### src/rtl/reglk_ctrl_pkg.sv
// Shared types and constants for the register-lock controller.
//   lc_state_e : lifecycle state (BOOT_LOCK, CONFIG, SEALED, DEBUG)
//   req_src_e  : request source (SRC_FW, SRC_DBG)
//   LOCK_ALL   : all-ones lock word for the default word width
package reglk_ctrl_pkg;
  localparam int NUM_REGS_DEF = 6;
  localparam int DATA_W_DEF   = 32;
  localparam int IDX_W_DEF    = 3;
  localparam logic [DATA_W_DEF-1:0] LOCK_ALL = {DATA_W_DEF{1'b1}};

  typedef enum logic [1:0] {
    BOOT_LOCK = 2'd0,
    CONFIG    = 2'd1,
    SEALED    = 2'd2,
    DEBUG     = 2'd3
  } lc_state_e;

  typedef enum logic {
    SRC_FW  = 1'b0,
    SRC_DBG = 1'b1
  } req_src_e;
endpackage

### src/rtl/reglk_rr_arb.sv
// 2-way round-robin arbiter with a registered last-winner pointer.
//   clk_i, rst_i : clock, async active-high reset
//   req [1:0]    : requests (bit index = req_src_e)
//   gnt [1:0]    : one-hot grant, combinational
module reglk_rr_arb
  import reglk_ctrl_pkg::*;
(
  input  logic       clk_i,
  input  logic       rst_i,
  input  logic [1:0] req,
  output logic [1:0] gnt
);
  req_src_e last_q;

  // On contention the source that did not win last time goes first.
  always_comb begin
    gnt = req;
    if (req == 2'b11) gnt = (last_q == SRC_DBG) ? 2'b01 : 2'b10;
  end

  always_ff @(posedge clk_i or posedge rst_i) begin
    if (rst_i)          last_q <= SRC_DBG;   // firmware wins the first tie
    else if (gnt[0])    last_q <= SRC_FW;
    else if (gnt[1])    last_q <= SRC_DBG;
  end
endmodule

### src/rtl/reglk_ctrl.sv
// Register-lock controller: owns the reglk lock-word array, arbitrates
// firmware and JTAG-debug lock-word writes, and sequences the lifecycle
// BOOT_LOCK -> CONFIG -> SEALED <-> DEBUG. Every word is forced to all-ones
// on reset and on each debug entry/exit.
//   clk_i, rst_i               : clock, async active-high reset
//   boot_done_i, seal_i        : lifecycle controls
//   jtag_unlock_i              : authenticated debug session level
//   fw_*  / dbg_*              : req/idx/wdata in, gnt/err 1-cycle pulses out
//   reglk_o                    : lock words, 1 = locked
//   state_o                    : lifecycle state
// Optional build macro REGLK_AUDIT_EN adds reject_cnt_o (saturating count of
// rejected requests) and last_reject_src_o (0 = fw, 1 = dbg).
module reglk_ctrl
  import reglk_ctrl_pkg::*;
#(
  parameter int NUM_REGS = NUM_REGS_DEF,
  parameter int DATA_W   = DATA_W_DEF,
  parameter int IDX_W    = IDX_W_DEF
) (
  input  logic                             clk_i,
  input  logic                             rst_i,
  input  logic                             boot_done_i,
  input  logic                             seal_i,
  input  logic                             jtag_unlock_i,
  input  logic                             fw_req_i,
  input  logic [IDX_W-1:0]                 fw_idx_i,
  input  logic [DATA_W-1:0]                fw_wdata_i,
  output logic                             fw_gnt_o,
  output logic                             fw_err_o,
  input  logic                             dbg_req_i,
  input  logic [IDX_W-1:0]                 dbg_idx_i,
  input  logic [DATA_W-1:0]                dbg_wdata_i,
  output logic                             dbg_gnt_o,
  output logic                             dbg_err_o,
  output logic [NUM_REGS-1:0][DATA_W-1:0]  reglk_o,
  output logic [1:0]                       state_o
`ifdef REGLK_AUDIT_EN
  ,
  output logic [7:0]                       reject_cnt_o,
  output logic                             last_reject_src_o
`endif
);
  lc_state_e                       state_q, state_d;
  logic [NUM_REGS-1:0][DATA_W-1:0] reglk_q;
  logic jtag_q, fw_gnt_q, fw_err_q, dbg_gnt_q, dbg_err_q;
  logic jtag_rise, jtag_fall, force_ones;
  logic fw_act, dbg_act, fw_elig, dbg_elig, fw_rej, dbg_rej;
  logic [1:0]        wr_gnt;
  logic [IDX_W-1:0]  wr_idx;
  logic [DATA_W-1:0] wr_data;

  assign jtag_rise  = jtag_unlock_i & ~jtag_q;
  assign jtag_fall  = ~jtag_unlock_i & jtag_q;
  // A debug edge in BOOT_LOCK is ignored, so it never forces.
  assign force_ones = (jtag_rise && (state_q == CONFIG || state_q == SEALED)) ||
                      (jtag_fall && state_q == DEBUG);

  // A requester's req is not looked at while its own response is high.
  assign fw_act  = fw_req_i  & ~fw_gnt_q  & ~fw_err_q;
  assign dbg_act = dbg_req_i & ~dbg_gnt_q & ~dbg_err_q;

  // Anything active but not write-eligible is rejected outright; rejects
  // never enter the arbiter, so both err pulses can fire together.
  assign fw_elig  = fw_act && !force_ones && (int'(fw_idx_i) < NUM_REGS) &&
                    (state_q == CONFIG || state_q == SEALED);
  assign dbg_elig = dbg_act && !force_ones && (int'(dbg_idx_i) < NUM_REGS) &&
                    (state_q == DEBUG);
  assign fw_rej   = fw_act  & ~fw_elig;
  assign dbg_rej  = dbg_act & ~dbg_elig;

  reglk_rr_arb u_arb (
    .clk_i (clk_i),
    .rst_i (rst_i),
    .req   ({dbg_elig, fw_elig}),
    .gnt   (wr_gnt)
  );

  // Once sealed, firmware can only set lock bits: clears are OR-ed away.
  always_comb begin
    wr_idx  = fw_idx_i;
    wr_data = fw_wdata_i;
    if (wr_gnt[1]) begin
      wr_idx  = dbg_idx_i;
      wr_data = dbg_wdata_i;
    end else if (state_q == SEALED) begin
      wr_data = reglk_q[fw_idx_i] | fw_wdata_i;
    end
  end

  for (genvar i = 0; i < NUM_REGS; i++) begin : g_word
    always_ff @(posedge clk_i or posedge rst_i) begin
      if (rst_i)                                 reglk_q[i] <= '1;
      else if (force_ones)                       reglk_q[i] <= '1;
      else if ((|wr_gnt) && wr_idx == IDX_W'(i)) reglk_q[i] <= wr_data;
    end
  end

  always_comb begin
    state_d = state_q;
    case (state_q)
      BOOT_LOCK: if (boot_done_i) state_d = CONFIG;
      CONFIG: begin
        if (jtag_rise)   state_d = DEBUG;
        else if (seal_i) state_d = SEALED;
      end
      SEALED:    if (jtag_rise) state_d = DEBUG;
      DEBUG:     if (jtag_fall) state_d = SEALED;
      default:   state_d = BOOT_LOCK;
    endcase
  end

  always_ff @(posedge clk_i or posedge rst_i) begin
    if (rst_i) begin
      state_q   <= BOOT_LOCK;
      jtag_q    <= 1'b0;
      fw_gnt_q  <= 1'b0;
      fw_err_q  <= 1'b0;
      dbg_gnt_q <= 1'b0;
      dbg_err_q <= 1'b0;
    end else begin
      state_q   <= state_d;
      jtag_q    <= jtag_unlock_i;
      fw_gnt_q  <= wr_gnt[0];
      fw_err_q  <= fw_rej;
      dbg_gnt_q <= wr_gnt[1];
      dbg_err_q <= dbg_rej;
    end
  end

  assign fw_gnt_o  = fw_gnt_q;
  assign fw_err_o  = fw_err_q;
  assign dbg_gnt_o = dbg_gnt_q;
  assign dbg_err_o = dbg_err_q;
  assign reglk_o   = reglk_q;
  assign state_o   = state_q;

`ifdef REGLK_AUDIT_EN
  logic [7:0] rej_cnt_q;
  logic       last_src_q;
  logic [8:0] cnt_sum;

  // Both masters can be rejected in one cycle, so the step may be 2.
  assign cnt_sum = {1'b0, rej_cnt_q} + {8'd0, fw_rej} + {8'd0, dbg_rej};

  always_ff @(posedge clk_i or posedge rst_i) begin
    if (rst_i) begin
      rej_cnt_q  <= 8'd0;
      last_src_q <= SRC_FW;
    end else begin
      rej_cnt_q <= (cnt_sum > 9'd255) ? 8'hFF : cnt_sum[7:0];
      // A simultaneous double reject records the debug master.
      if (dbg_rej)     last_src_q <= SRC_DBG;
      else if (fw_rej) last_src_q <= SRC_FW;
    end
  end

  assign reject_cnt_o      = rej_cnt_q;
  assign last_reject_src_o = last_src_q;
`endif
endmodule
### config.mk
export PLATFORM = sky130hd
export DESIGN_NAME = reglk_ctrl
export DESIGN_NICKNAME = d
export VERILOG_FILES = /design/src/rtl/reglk_ctrl_pkg.sv /design/src/rtl/reglk_rr_arb.sv /design/src/rtl/reglk_ctrl.sv
export SDC_FILE = /design/constraint.sdc
export NUM_CORES = 1
export LEC_CHECK = 0
export ABC_AREA = 1
export BUFFER_PORTS_ARGS = -buffer_cell sky130_fd_sc_hd__buf_4
export CAP_MARGIN = 20
export CORE_ASPECT_RATIO = 0.5
export CORE_MARGIN = 1
export CORE_UTILIZATION = 35
export DETAILED_ROUTE_END_ITERATION = 10
export GPL_TIMING_DRIVEN = 0
export PLACE_DENSITY = 0.63
export SLEW_MARGIN = 5
export SYNTH_ARGS = -nofsm -noshare
export SYNTH_HDL_FRONTEND = slang
export SYNTH_HIERARCHICAL = 1
export SYNTH_SLANG_ARGS = --single-unit
export TNS_END_PERCENT = 50
### constraint.sdc
create_clock -name clk_i -period 17.5 [get_ports clk_i]
set_input_delay 3.5 -clock clk_i [delete_from_list [all_inputs] [get_ports clk_i]]
set_output_delay 3.5 -clock clk_i [all_outputs]
set_load 0.1 [all_outputs]
==> results of run 1 <==
## layout by cell type, fill, tap and decap left out, types with 2 or more instances in the layout
cell type	Yosys	routed
sky130_fd_sc_hd__o21ai_1	2	2
sky130_fd_sc_hd__inv_8	0	4
sky130_fd_sc_hd__buf_2	50	50
sky130_fd_sc_hd__clkbuf_16	0	17
sky130_fd_sc_hd__o21ai_0	5	5
sky130_fd_sc_hd__nor2_1	5	5
sky130_fd_sc_hd__or2_2	32	32
sky130_fd_sc_hd__o211ai_1	32	32
sky130_fd_sc_hd__nand3_1	64	64
sky130_fd_sc_hd__inv_2	8	8
sky130_fd_sc_hd__buf_4	3	275
sky130_fd_sc_hd__o21ai_2	2	2
sky130_fd_sc_hd__a21oi_2	3	3
sky130_fd_sc_hd__nand2_1	945	945
sky130_fd_sc_hd__diode_2	0	2
sky130_fd_sc_hd__buf_1	4	4
sky130_fd_sc_hd__inv_6	0	6
sky130_fd_sc_hd__a21oi_1	33	33
sky130_fd_sc_hd__ha_1	4	4
sky130_fd_sc_hd__dfrtp_1	7	7
sky130_fd_sc_hd__inv_1	178	177
sky130_fd_sc_hd__dfstp_2	193	193
sky130_fd_sc_hd__bufinv_16	0	2
sky130_fd_sc_hd__nor3_1	3	3
sky130_fd_sc_hd__or3b_2	2	2
sky130_fd_sc_hd__clkbuf_1	28	28
## synth_stat cells, drive strengths merged
cell type / count / share of area
a31oi: 1 / 0.0011
dfrtp: 7 / 0.016
nor2: 6 / 0.0023
inv: 186 / 0.063
clkbuf: 28 / 0.0095
nor3: 3 / 0.0014
or3b: 2 / 0.0016
buf: 57 / 0.026
or2: 34 / 0.019
o21ai: 9 / 0.0048
a22oi: 1 / 0.00068
o22ai: 1 / 0.0011
nand2: 945 / 0.32
nand3: 64 / 0.029
o21bai: 1 / 0.00068
a21oi: 36 / 0.017
o211ai: 32 / 0.022
ha: 4 / 0.0045
a211oi: 1 / 0.00068
clkinv: 1 / 0.00034
dfstp: 193 / 0.46
## worst min-delay path by stage
stage / startpoint / end / slack, ns
global placement: reglk_o[142] / reglk_o[142] / 0.46
CTS: reglk_o[19] / reglk_o[19] / 0.48
floorplan: u_arb/last_q / u_arb/last_q / 0.46
finish: reglk_o[133] / reglk_o[133] / 0.48
global route: reglk_o[82] / reglk_o[82] / 0.49
detailed placement: reglk_o[137] / reglk_o[137] / 0.47
## metrics by stage
stage	setup WS (ns)	utilization	instances
6_report	10.78	0.466	2342
5_1_grt	10.60	0.466	2342
4_1_cts	10.91	0.466	2340
3_5_place_dp	10.44	0.445	2308
3_3_place_gp	6.15	0.444	2307
2_1_floorplan	8.89	-	1612
## routing by layer
| metal | track usage | vias up |
|---|---|---|
| met4 | 0.0870 | 0 |
| met5 | 0 | - |
| met3 | 0.0339 | 65 |
| li1 | - | 5395 |
| met2 | 0.418 | 415 |
| met1 | 0.362 | 5352 |
## critical path, stage by stage
cell and delay (ns):
sky130_fd_sc_hd__buf_4 0.08, sky130_fd_sc_hd__inv_1 0.04, sky130_fd_sc_hd__or2_1 0.25, sky130_fd_sc_hd__o22ai_2 0.16
sky130_fd_sc_hd__buf_2 0.33, sky130_fd_sc_hd__buf_2 0.33, sky130_fd_sc_hd__nor3_1 0.16, sky130_fd_sc_hd__a21oi_1 0.49
sky130_fd_sc_hd__buf_4 0.34, sky130_fd_sc_hd__nand2_1 0.07, sky130_fd_sc_hd__o21ai_1 0.11, sky130_fd_sc_hd__nor2_2 0.10
sky130_fd_sc_hd__a21oi_2 0.38, sky130_fd_sc_hd__clkbuf_1 0.56, sky130_fd_sc_hd__nand2_1 0.13, sky130_fd_sc_hd__nand2_1 0.10
## cells by family (layout without fill, tap and decap cells)
family          after synthesis  after routing  share of synthesized area
simple gates               1054           1054                      0.374
buf+inv                     272            577                     0.0990
flops                       200            200                      0.474
compound gates               82             82                     0.0481
fa+ha+maj                     4              4                    0.00453
other cells                   0              2                          0
## registers in the layout, summed over array words and instances (netlist names)
signal	flops
reglk_o	192
state_o	2
dbg_err_o	1
dbg_gnt_o	1
fw_err_o	1
fw_gnt_o	1
jtag_q	1
u_arb/last_q	1
## area by class of cell
type                            instances  area (sq um)  area share
Sequential cell                       200          5250       0.367
Multi-Input combinational cell       1140          4720       0.330
Timing Repair Buffer                  273          2070       0.145
Inverter                              187           709      0.0496
Tap cell                              423           529      0.0370
Clock buffer                           18           439      0.0307
Buffer                                 85           393      0.0275
Clock inverter                         14           179      0.0125
Antenna cell                            2          5.00    0.000350
==> impl_metrics.json, run 1 <==
{
  "cts-buffers-inserted": 17,
  "place.port_buffers": 272,
  "timing.max_slew.rel_slack": 0.492,
  "endpoint_of_the_worst_register_to_register_path": "reglk_o[9]",
  "run_status": "completed",
  "max_freq_ghz": 0.149,
  "htree_num_levels": 4,
  "grt_setup_unrepaired": "no",
  "antenna_violating_nets_post_route": 0,
  "row_count": 45,
  "syn-cell-area_sq_mm": 0.0111,
  "mean_number_of_vias_per_cell": 4.79,
  "yosysWarnings": 6,
  "grt_start_max_net_pins": 116,
  "via_count_of_the_first_global_routing_pass": 10400,
  "fillCellCount": 3129,
  "avgSynthCellArea_sq_um": 6.86,
  "category_of_the_critical_setup_timing_path": "in -> reg",
  "post_cts.repair.setup_buffers": 0,
  "routability_congestion_estimate": 0.907,
  "finalSetupViolations": 0,
  "maxSlewViolCount": 0,
  "routed_wl_microns": 41600,
  "worst_hold_path.num_cells": 2,
  "drc": 0,
  "synth.ff_latch_count": 200,
  "floorplan.initialDensity": 0.360,
  "syn-instance-count": 1612,
  "detail_route.wl_per_cell_microns": 17.8,
  "tritoncts": "done",
  "clock_tree.root_cell": "sky130_fd_sc_hd__clkbuf_16",
  "total_vias_in_the_final_route": 11200,
  "timing.critical_path.to": "reglk_o[9]",
  "crit_path_start_kind": "primary input",
  "pin_count": 275,
  "hold_bufs_inserted_after_cts": 0,
  "timing.clock.skew_ns": 0.0140,
  "cts_resized": 0,
  "syn-num-nets": 1693,
  "topRoutingLayerUsed": "met4",
  "flow.area_growth_from_synthesis_pct": 29.2,
  "floorplan.die_area_sq_mm": 0.0324,
  "final.period_utilization": 0.384,
  "ff2ff_path_depth": 16,
  "drt_iter0_markers": 1043,
  "grt_util_overall": 0.260,
  "finalNetCount": 1985,
  "clock_sinks": 200,
  "synth_cell_type_count": 30,
  "finalHoldWorstSlack_ns": 0.479,
  "worstPathMaxFanout": 10,
  "max-cap-violations": 0,
  "final_layout_size_suffix_gt1_frac": 0.314,
  "hold_viol_final": 0,
  "die_w_microns": 253,
  "drt-pass1-iter-count": 5,
  "end_kind": "flop",
  "antenna_found_initial": 2,
  "required_ns": 17.90,
  "routed-wl-met2_microns": 19500,
  "global_route.overflow_total": 0,
  "detailroute.wirelength.met3_microns": 2420,
  "worst-r2r-setup-slack_ns": 13.26,
  "placed_area_sq_mm": 0.0137,
  "worstSetupStartpoint": "jtag_unlock_i",
  "regToRegStartpoint": "state_o[0]",
  "cts_max_path_buffers": 2,
  "core-area_sq_mm": 0.0307,
  "final_period_minus_worst_setup_slack_ns": 6.72,
  "hp-class": "reg -> reg",
  "post-dp-hpwl_microns": 30300,
  "worst_skew_pair.late_latency_ns": 0.46,
  "worstPathArrival_ns": 7.12,
  "grt_pass1_wl_microns": 62900,
  "worst_setup_hold_path_clk_slew_ns": 0.08,
  "ys_seq_area_frac": 0.474,
  "chipHeight_microns": 128,
  "finalInstanceArea_sq_mm": 0.0143,
  "worstMarginPinSlew_ns": 0.762,
  "setup-tns-final_ns": 0,
  "wl_met1_microns": 18500
}
Power of run 1 is left out: the tool's default activity adds up to more than one toggle a clock period on the data nets, which glitch-free logic cannot reach.
==> inputs of run 2 (changes only) <==
--- a/config.mk
+++ b/config.mk
@@ -5,7 +5,7 @@
 export SDC_FILE = /design/constraint.sdc
 export NUM_CORES = 1
 export LEC_CHECK = 0
-export ABC_AREA = 1
+export ABC_AREA = 0
 export BUFFER_PORTS_ARGS = -buffer_cell sky130_fd_sc_hd__buf_4
 export CAP_MARGIN = 20
 export CORE_ASPECT_RATIO = 0.5
@@ -13,7 +13,7 @@
 export CORE_UTILIZATION = 35
 export DETAILED_ROUTE_END_ITERATION = 10
 export GPL_TIMING_DRIVEN = 0
-export PLACE_DENSITY = 0.63
+export PLACE_DENSITY = 0.66
 export SLEW_MARGIN = 5
 export SYNTH_ARGS = -nofsm -noshare
 export SYNTH_HDL_FRONTEND = slang
==> constraint.sdc (replaced) <==
create_clock -name clk_i -period 6.1 [get_ports clk_i]
set_input_delay 1.22 -clock clk_i [delete_from_list [all_inputs] [get_ports clk_i]]
set_output_delay 1.22 -clock clk_i [all_outputs]
set_load 0.1 [all_outputs]
==> run 2 against run 1 <==
Effect of this change: worst hold slack lost 0.021 ns; via count shrank 5.3%; register-to-register slack lost 12 ns; core utilization grew 0.77 points; first-iteration DRC count grew 43%; clock-buffer cell count grew 2.
==> impl_metrics.json, run 2 <==
{
  "run_status": "completed",
  "worstPathMaxFanout": 10,
  "global_route.overflow_total": 0,
  "end_kind": "flop",
  "synth_largest_type_area_fraction": 0.473,
  "cts_resized": 0,
  "worstMarginPinSlew_ns": 1.16,
  "final.period_utilization": 0.879,
  "post_cts.repair.setup_buffers": 0,
  "most-common-layout-cells": "sky130_fd_sc_hd__buf_4, sky130_fd_sc_hd__nand2_1, sky130_fd_sc_hd__dfstp_2",
  "critPathBufInv": 4,
  "total_vias_in_the_final_route": 10600,
  "mean_number_of_vias_per_cell": 6.41,
  "category_of_the_critical_setup_timing_path": "in -> reg",
  "crit_path_top_delay_cell": "sky130_fd_sc_hd__o22ai_1",
  "pin_count": 275,
  "floorplan.die_area_sq_mm": 0.0314,
  "critPathMaxStageDelay_ns": 0.82,
  "htree_num_levels": 4,
  "routability_congestion_estimate": 0.911,
  "synth_top_area_cell": "sky130_fd_sc_hd__dfstp_2",
  "routed_wl_microns": 46900,
  "antenna_found_initial": 1,
  "max-cap-violations": 0,
  "clock_sinks": 200,
  "synth_cell_type_count": 49,
  "tritoncts": "done",
  "ys_seq_area_frac": 0.490,
  "chipHeight_microns": 126,
  "grt_start_max_net_pins": 44,
  "grt_pass1_wl_microns": 68200,
  "hold_bufs_inserted_after_cts": 0,
  "final_layout_size_suffix_gt1_frac": 0.457,
  "use_met3": 0.0647,
  "grt.met1_usage": 0.374,
  "fillCellCount": 2680,
  "timing.max_slew.rel_slack": 0.230,
  "hold_viol_final": 0,
  "cts-buffers-inserted": 17,
  "postSynth.topFlopCell": "sky130_fd_sc_hd__dfstp_2",
  "postSynth.asyncResetShare": 1.00,
  "largest_reg_flops": 192,
  "required_ns": 6.44,
  "detail_route.wl_per_cell_microns": 28.2,
  "clock_tree.root_cell": "sky130_fd_sc_hd__clkbuf_16",
  "grt_util_overall": 0.292,
  "final_period_minus_worst_setup_slack_ns": 5.36,
  "antenna_violating_nets_post_route": 0,
  "drt_iter0_markers": 1488,
  "row_count": 44,
  "synth.most_common_cell": "sky130_fd_sc_hd__nand2_1",
  "worstPathArrival_ns": 5.70,
  "syn-num-nets": 1040,
  "floorplan.initialDensity": 0.362,
  "synth.ff_latch_count": 200,
  "max_freq_ghz": 0.187,
  "via_count_of_the_first_global_routing_pass": 10500,
  "crit_path_start_kind": "primary input",
  "finalNetCount": 1336,
  "cts_max_path_buffers": 2,
  "synth_edf_count": 0,
  "gr-max-usage-layer": "met2",
  "die_w_microns": 249,
  "grt_setup_unrepaired": "no",
  "drc": 0,
  "globalRouteMet2Util": 0.470,
  "maxSlewViolCount": 0,
  "hp-class": "reg -> reg",
  "avgSynthCellArea_sq_um": 11.2,
  "mostFrequentLayoutCell": "sky130_fd_sc_hd__buf_4",
  "core-area_sq_mm": 0.0296,
  "place.port_buffers": 272,
  "yosysWarnings": 6,
  "crit_path_cell_trace": "buf_4 > nor2b_1 > a22oi_1 > clkbuf_1 > nand3_1 > nor4b_1 > a21boi_0 > buf_4 > and3b_1 > o22ai_1 > clkbuf_1 > nand2_1 > o311ai_1",
  "timing.clock.skew_ns": 0.0110,
  "worst_skew_pair.late_latency_ns": 0.46,
  "finalSetupViolations": 0,
  "synthTopCellsByArea": "sky130_fd_sc_hd__dfstp_2, sky130_fd_sc_hd__o311ai_0, sky130_fd_sc_hd__mux2i_1",
  "worst_setup_hold_path_clk_slew_ns": 0.07,
  "drt-pass1-iter-count": 6,
  "syn-instance-count": 959,
  "crit_family": "compound AO/OA/AOI/OAI gates",
  "syn-cell-area_sq_mm": 0.0107,
  "post-dp-hpwl_microns": 32900,
  "setup-tns-final_ns": 0,
  "synthTopCellsByCount": "sky130_fd_sc_hd__nand2_1, sky130_fd_sc_hd__dfstp_2, sky130_fd_sc_hd__o311ai_0",
  "flow.area_growth_from_synthesis_pct": 30.6
}
==> run 2: cell count changes in the layout (fill, tap and decap cells not counted), sizes merged, moves of 15 or more <==
cell,before,now
nor4,0,15
nand2,945,195
nand3,64,3
a21oi,36,1
o211ai,32,0
o22ai,1,67
or2,34,2
mux2i,0,96
nor2,6,34
o311ai,0,192
inv,195,6
a2111oi,0,17
==> run 2: cell families (layout without fill, tap and decap cells) <==
kind of cell / Yosys count / in the layout / synth area share
compound gates: 289 / 289 / 0.247
fa+ha+maj: 4 / 4 / 0.00467
buf+inv: 98 / 407 / 0.0472
flops: 200 / 200 / 0.490
mux: 97 / 97 / 0.0907
other cells: 0 / 1 / 0
simple gates: 271 / 271 / 0.121
==> run 2: final timing paths <==
kind,slack [ns],startpoint,endpoint,cells after the start
hold / removal,0.46,fw_gnt_o,fw_err_o,1
setup / recovery,0.74,jtag_unlock_i,reglk_o[172],13
hold reg to reg,0.46,fw_gnt_o,fw_err_o,1
max in group asynchronous,4.36,rst_i,reglk_o[77],5
min in group asynchronous,0.67,rst_i,dbg_gnt_o,2
setup reg to reg,0.92,state_o[0],reglk_o[172],13
==> run 2: metrics by stage <==
stage,setup WS [ns],instance area (sq um),std cells,utilization,hold WS [ns]
2_1_floorplan,1.89,10700,959,-,0.494
6_report,0.741,14000,1660,0.473,0.458
4_1_cts,0.892,14000,1659,0.473,0.462
3_3_place_gp,0.521,13200,1622,0.448,0.447
5_1_grt,0.501,14000,1660,0.473,0.482
3_5_place_dp,0.446,13300,1627,0.451,0.453
==> run 2: per-layer routing <==
layer / share of wire / wire [microns]
met4: 0.043 / 2000
met1: 0.39 / 18100
met2: 0.48 / 22300
met3: 0.095 / 4470
met5: 0 / 0
==> run 2: layout make-up <==
class,instances,area [sq um],share of cell area
tap,391,489,0.0350
timing repair buffer,277,2140,0.153
buffer,91,479,0.0342
clock inverter,12,199,0.0142
multi-input combinational,661,4960,0.354
antenna,1,2.50,0.000179
clock buffer,20,447,0.0319
sequential,200,5250,0.375
inverter,7,30.0,0.00215
Power of run 2 is left out for the same reason.
==> inputs of run 3 (changes only) <==
--- a/config.mk
+++ b/config.mk
@@ -6,6 +6,7 @@
 export NUM_CORES = 1
 export LEC_CHECK = 0
 export ABC_AREA = 0
+export ABC_CLOCK_PERIOD_IN_PS = 6100
 export BUFFER_PORTS_ARGS = -buffer_cell sky130_fd_sc_hd__buf_4
 export CAP_MARGIN = 20
 export CORE_ASPECT_RATIO = 0.5
@@ -13,7 +14,7 @@
 export CORE_UTILIZATION = 35
 export DETAILED_ROUTE_END_ITERATION = 10
 export GPL_TIMING_DRIVEN = 0
-export PLACE_DENSITY = 0.66
+export PLACE_DENSITY = 0.67
 export SLEW_MARGIN = 5
 export SYNTH_ARGS = -nofsm -noshare
 export SYNTH_HDL_FRONTEND = slang
==> run 3 against run 2 <==
Effect of this change: non-clock buffer count did not move; core utilization barely moved; via count fell by 0.11%; first-iteration DRC count fell by 2.4%; critical path depth did not move; critical endpoint is now reglk_o[171]; clock-buffer cell count did not move; register-to-register slack got worse by 0.12 ns; setup slack got worse by 0.088 ns; cell count barely moved.
==> impl_metrics.json, run 3 (synthesis results as in run 2) <==
{
  "end_kind": "flop",
  "cts-buffers-inserted": 17,
  "total_vias_in_the_final_route": 10600,
  "drt_iter0_markers": 1453,
  "mean_number_of_vias_per_cell": 6.40,
  "detail_route.wl_per_cell_microns": 28.0,
  "grt_util_overall": 0.288,
  "crit_path_top_delay_cell": "sky130_fd_sc_hd__o22ai_1",
  "mostFrequentLayoutCell": "sky130_fd_sc_hd__buf_4",
  "hold_viol_final": 0,
  "worstPathMaxFanout": 10,
  "drt-pass1-iter-count": 5,
  "final.period_utilization": 0.893,
  "via_count_of_the_first_global_routing_pass": 10500,
  "place.port_buffers": 272,
  "cts_max_path_buffers": 2,
  "worst_setup_hold_path_clk_slew_ns": 0.07,
  "antenna_found_initial": 1,
  "worst-r2r-setup-slack_ns": 0.80,
  "setup-tns-final_ns": 0,
  "category_of_the_critical_setup_timing_path": "in -> reg",
  "cp_num_cells": 13,
  "antenna_violating_nets_post_route": 0,
  "routability_congestion_estimate": 0.930,
  "crit_family": "compound AO/OA/AOI/OAI gates",
  "cts_resized": 0,
  "die_w_microns": 249,
  "grt_start_max_net_pins": 42,
  "endpoint_of_the_worst_register_to_register_path": "reglk_o[171]",
  "critPathMaxStageDelay_ns": 0.75,
  "max-cap-violations": 0,
  "timing.max_slew.rel_slack": 0.193,
  "grt_pass1_wl_microns": 67900,
  "grt_setup_unrepaired": "no",
  "final_period_minus_worst_setup_slack_ns": 5.45,
  "regArea_sq_mm": 0.00525,
  "most-common-layout-cells": "sky130_fd_sc_hd__buf_4, sky130_fd_sc_hd__nand2_1, sky130_fd_sc_hd__dfstp_2",
  "timing.critical_path.to": "reglk_o[171]",
  "ff2ff_path_depth": 13,
  "core-area_sq_mm": 0.0296,
  "finish.cell_count_without_fillers": 1659,
  "worstMarginPinSlew_ns": 1.21,
  "flow.area_growth_from_synthesis_pct": 30.6,
  "post-dp-hpwl_microns": 32200,
  "maxSlewViolCount": 0,
  "routed_wl_microns": 46400,
  "post_cts.repair.setup_buffers": 0,
  "tritoncts": "done",
  "drc": 0,
  "crit_path_cell_trace": "buf_4 > nor2b_1 > a22oi_1 > clkbuf_1 > nand3_1 > nor4b_1 > a21boi_0 > buf_4 > and3b_1 > o22ai_1 > clkbuf_1 > nand2_1 > o311ai_0",
  "worst_skew_pair.late_latency_ns": 0.45,
  "regToRegStartpoint": "state_o[0]",
  "hold_bufs_inserted_after_cts": 0,
  "clock_tree.root_cell": "sky130_fd_sc_hd__clkbuf_16",
  "row_count": 44,
  "pin_count": 275,
  "clock_sinks": 200,
  "finalNetCount": 1336,
  "fillCellCount": 2645,
  "fin_util": 0.473,
  "global_route.overflow_total": 0,
  "critPathBufInv": 4,
  "run_status": "completed",
  "largest_reg_flops": 192,
  "multi_input_area_sq_mm": 0.00496,
  "floorplan.initialDensity": 0.362,
  "max_freq_ghz": 0.184,
  "crit_path_start_kind": "primary input",
  "numPlacedInstances": 1627,
  "final_layout_size_suffix_gt1_frac": 0.459,
  "timing.clock.skew_ns": 0.00914,
  "required_ns": 6.43,
  "placement.setup.worst_slack_ns": 0.323,
  "floorplan.die_area_sq_mm": 0.0314,
  "worstSetupStartpoint": "jtag_unlock_i",
  "chipHeight_microns": 126,
  "worst_slack_ns": 0.653,
  "finalSetupViolations": 0,
  "htree_num_levels": 4,
  "worstPathArrival_ns": 5.77,
  "hp-class": "reg -> reg"
}
==> run 3: worst reg2reg max path: stages, from the launching register on <==
cell                       delay, ns
sky130_fd_sc_hd__dfrtp_1        0.44
sky130_fd_sc_hd__inv_1          0.12
sky130_fd_sc_hd__ha_1           0.32
sky130_fd_sc_hd__a22oi_1        0.53
sky130_fd_sc_hd__clkbuf_1       0.59
sky130_fd_sc_hd__nand3_1        0.21
sky130_fd_sc_hd__nor4b_1        0.50
sky130_fd_sc_hd__a21boi_0       0.32
sky130_fd_sc_hd__buf_4          0.22
sky130_fd_sc_hd__and3b_1        0.20
sky130_fd_sc_hd__o22ai_1        0.75
sky130_fd_sc_hd__clkbuf_1       0.69
sky130_fd_sc_hd__nand2_1        0.13
sky130_fd_sc_hd__o311ai_0       0.15
==> run 3: metal layers <==
metal | vias to the layer above | global-route usage | wire (microns)
li1 | 4374 | - | -
met1 | 5386 | 0.362 | 17700
met2 | 707 | 0.452 | 21500
met3 | 156 | 0.0852 | 4900
met4 | 0 | 0.146 | 2300
met5 | - | 0 | 0
==> run 3: cell type report <==
cell class | count | share of cell area
Clock inverter | 11 | 0.0122
Tap cell | 391 | 0.0350
Antenna cell | 1 | 0.000179
Buffer | 91 | 0.0343
Timing Repair Buffer | 277 | 0.153
Inverter | 7 | 0.00215
Multi-Input combinational cell | 661 | 0.355
Clock buffer | 20 | 0.0334
Sequential cell | 200 | 0.375
==> run 3: worst min-delay path by stage <==
stage,endpoint,cells after the start,startpoint
5_1_grt,fw_err_o,1,fw_gnt_o
3_5_place_dp,fw_err_o,1,fw_gnt_o
6_report,fw_err_o,1,fw_gnt_o
3_3_place_gp,fw_err_o,1,fw_gnt_o
2_1_floorplan,u_arb/last_q,2,u_arb/last_q
4_1_cts,fw_err_o,1,fw_gnt_o
==> run 3: through the flow <==
stage / instance area [sq um] / hold slack, ns
3_5_place_dp: 13300 / 0.459
4_1_cts: 14000 / 0.468
5_1_grt: 14000 / 0.484
3_3_place_gp: 13200 / 0.450
2_1_floorplan: 10700 / 0.494
6_report: 14000 / 0.468
Power of run 3 is left out for the same reason.
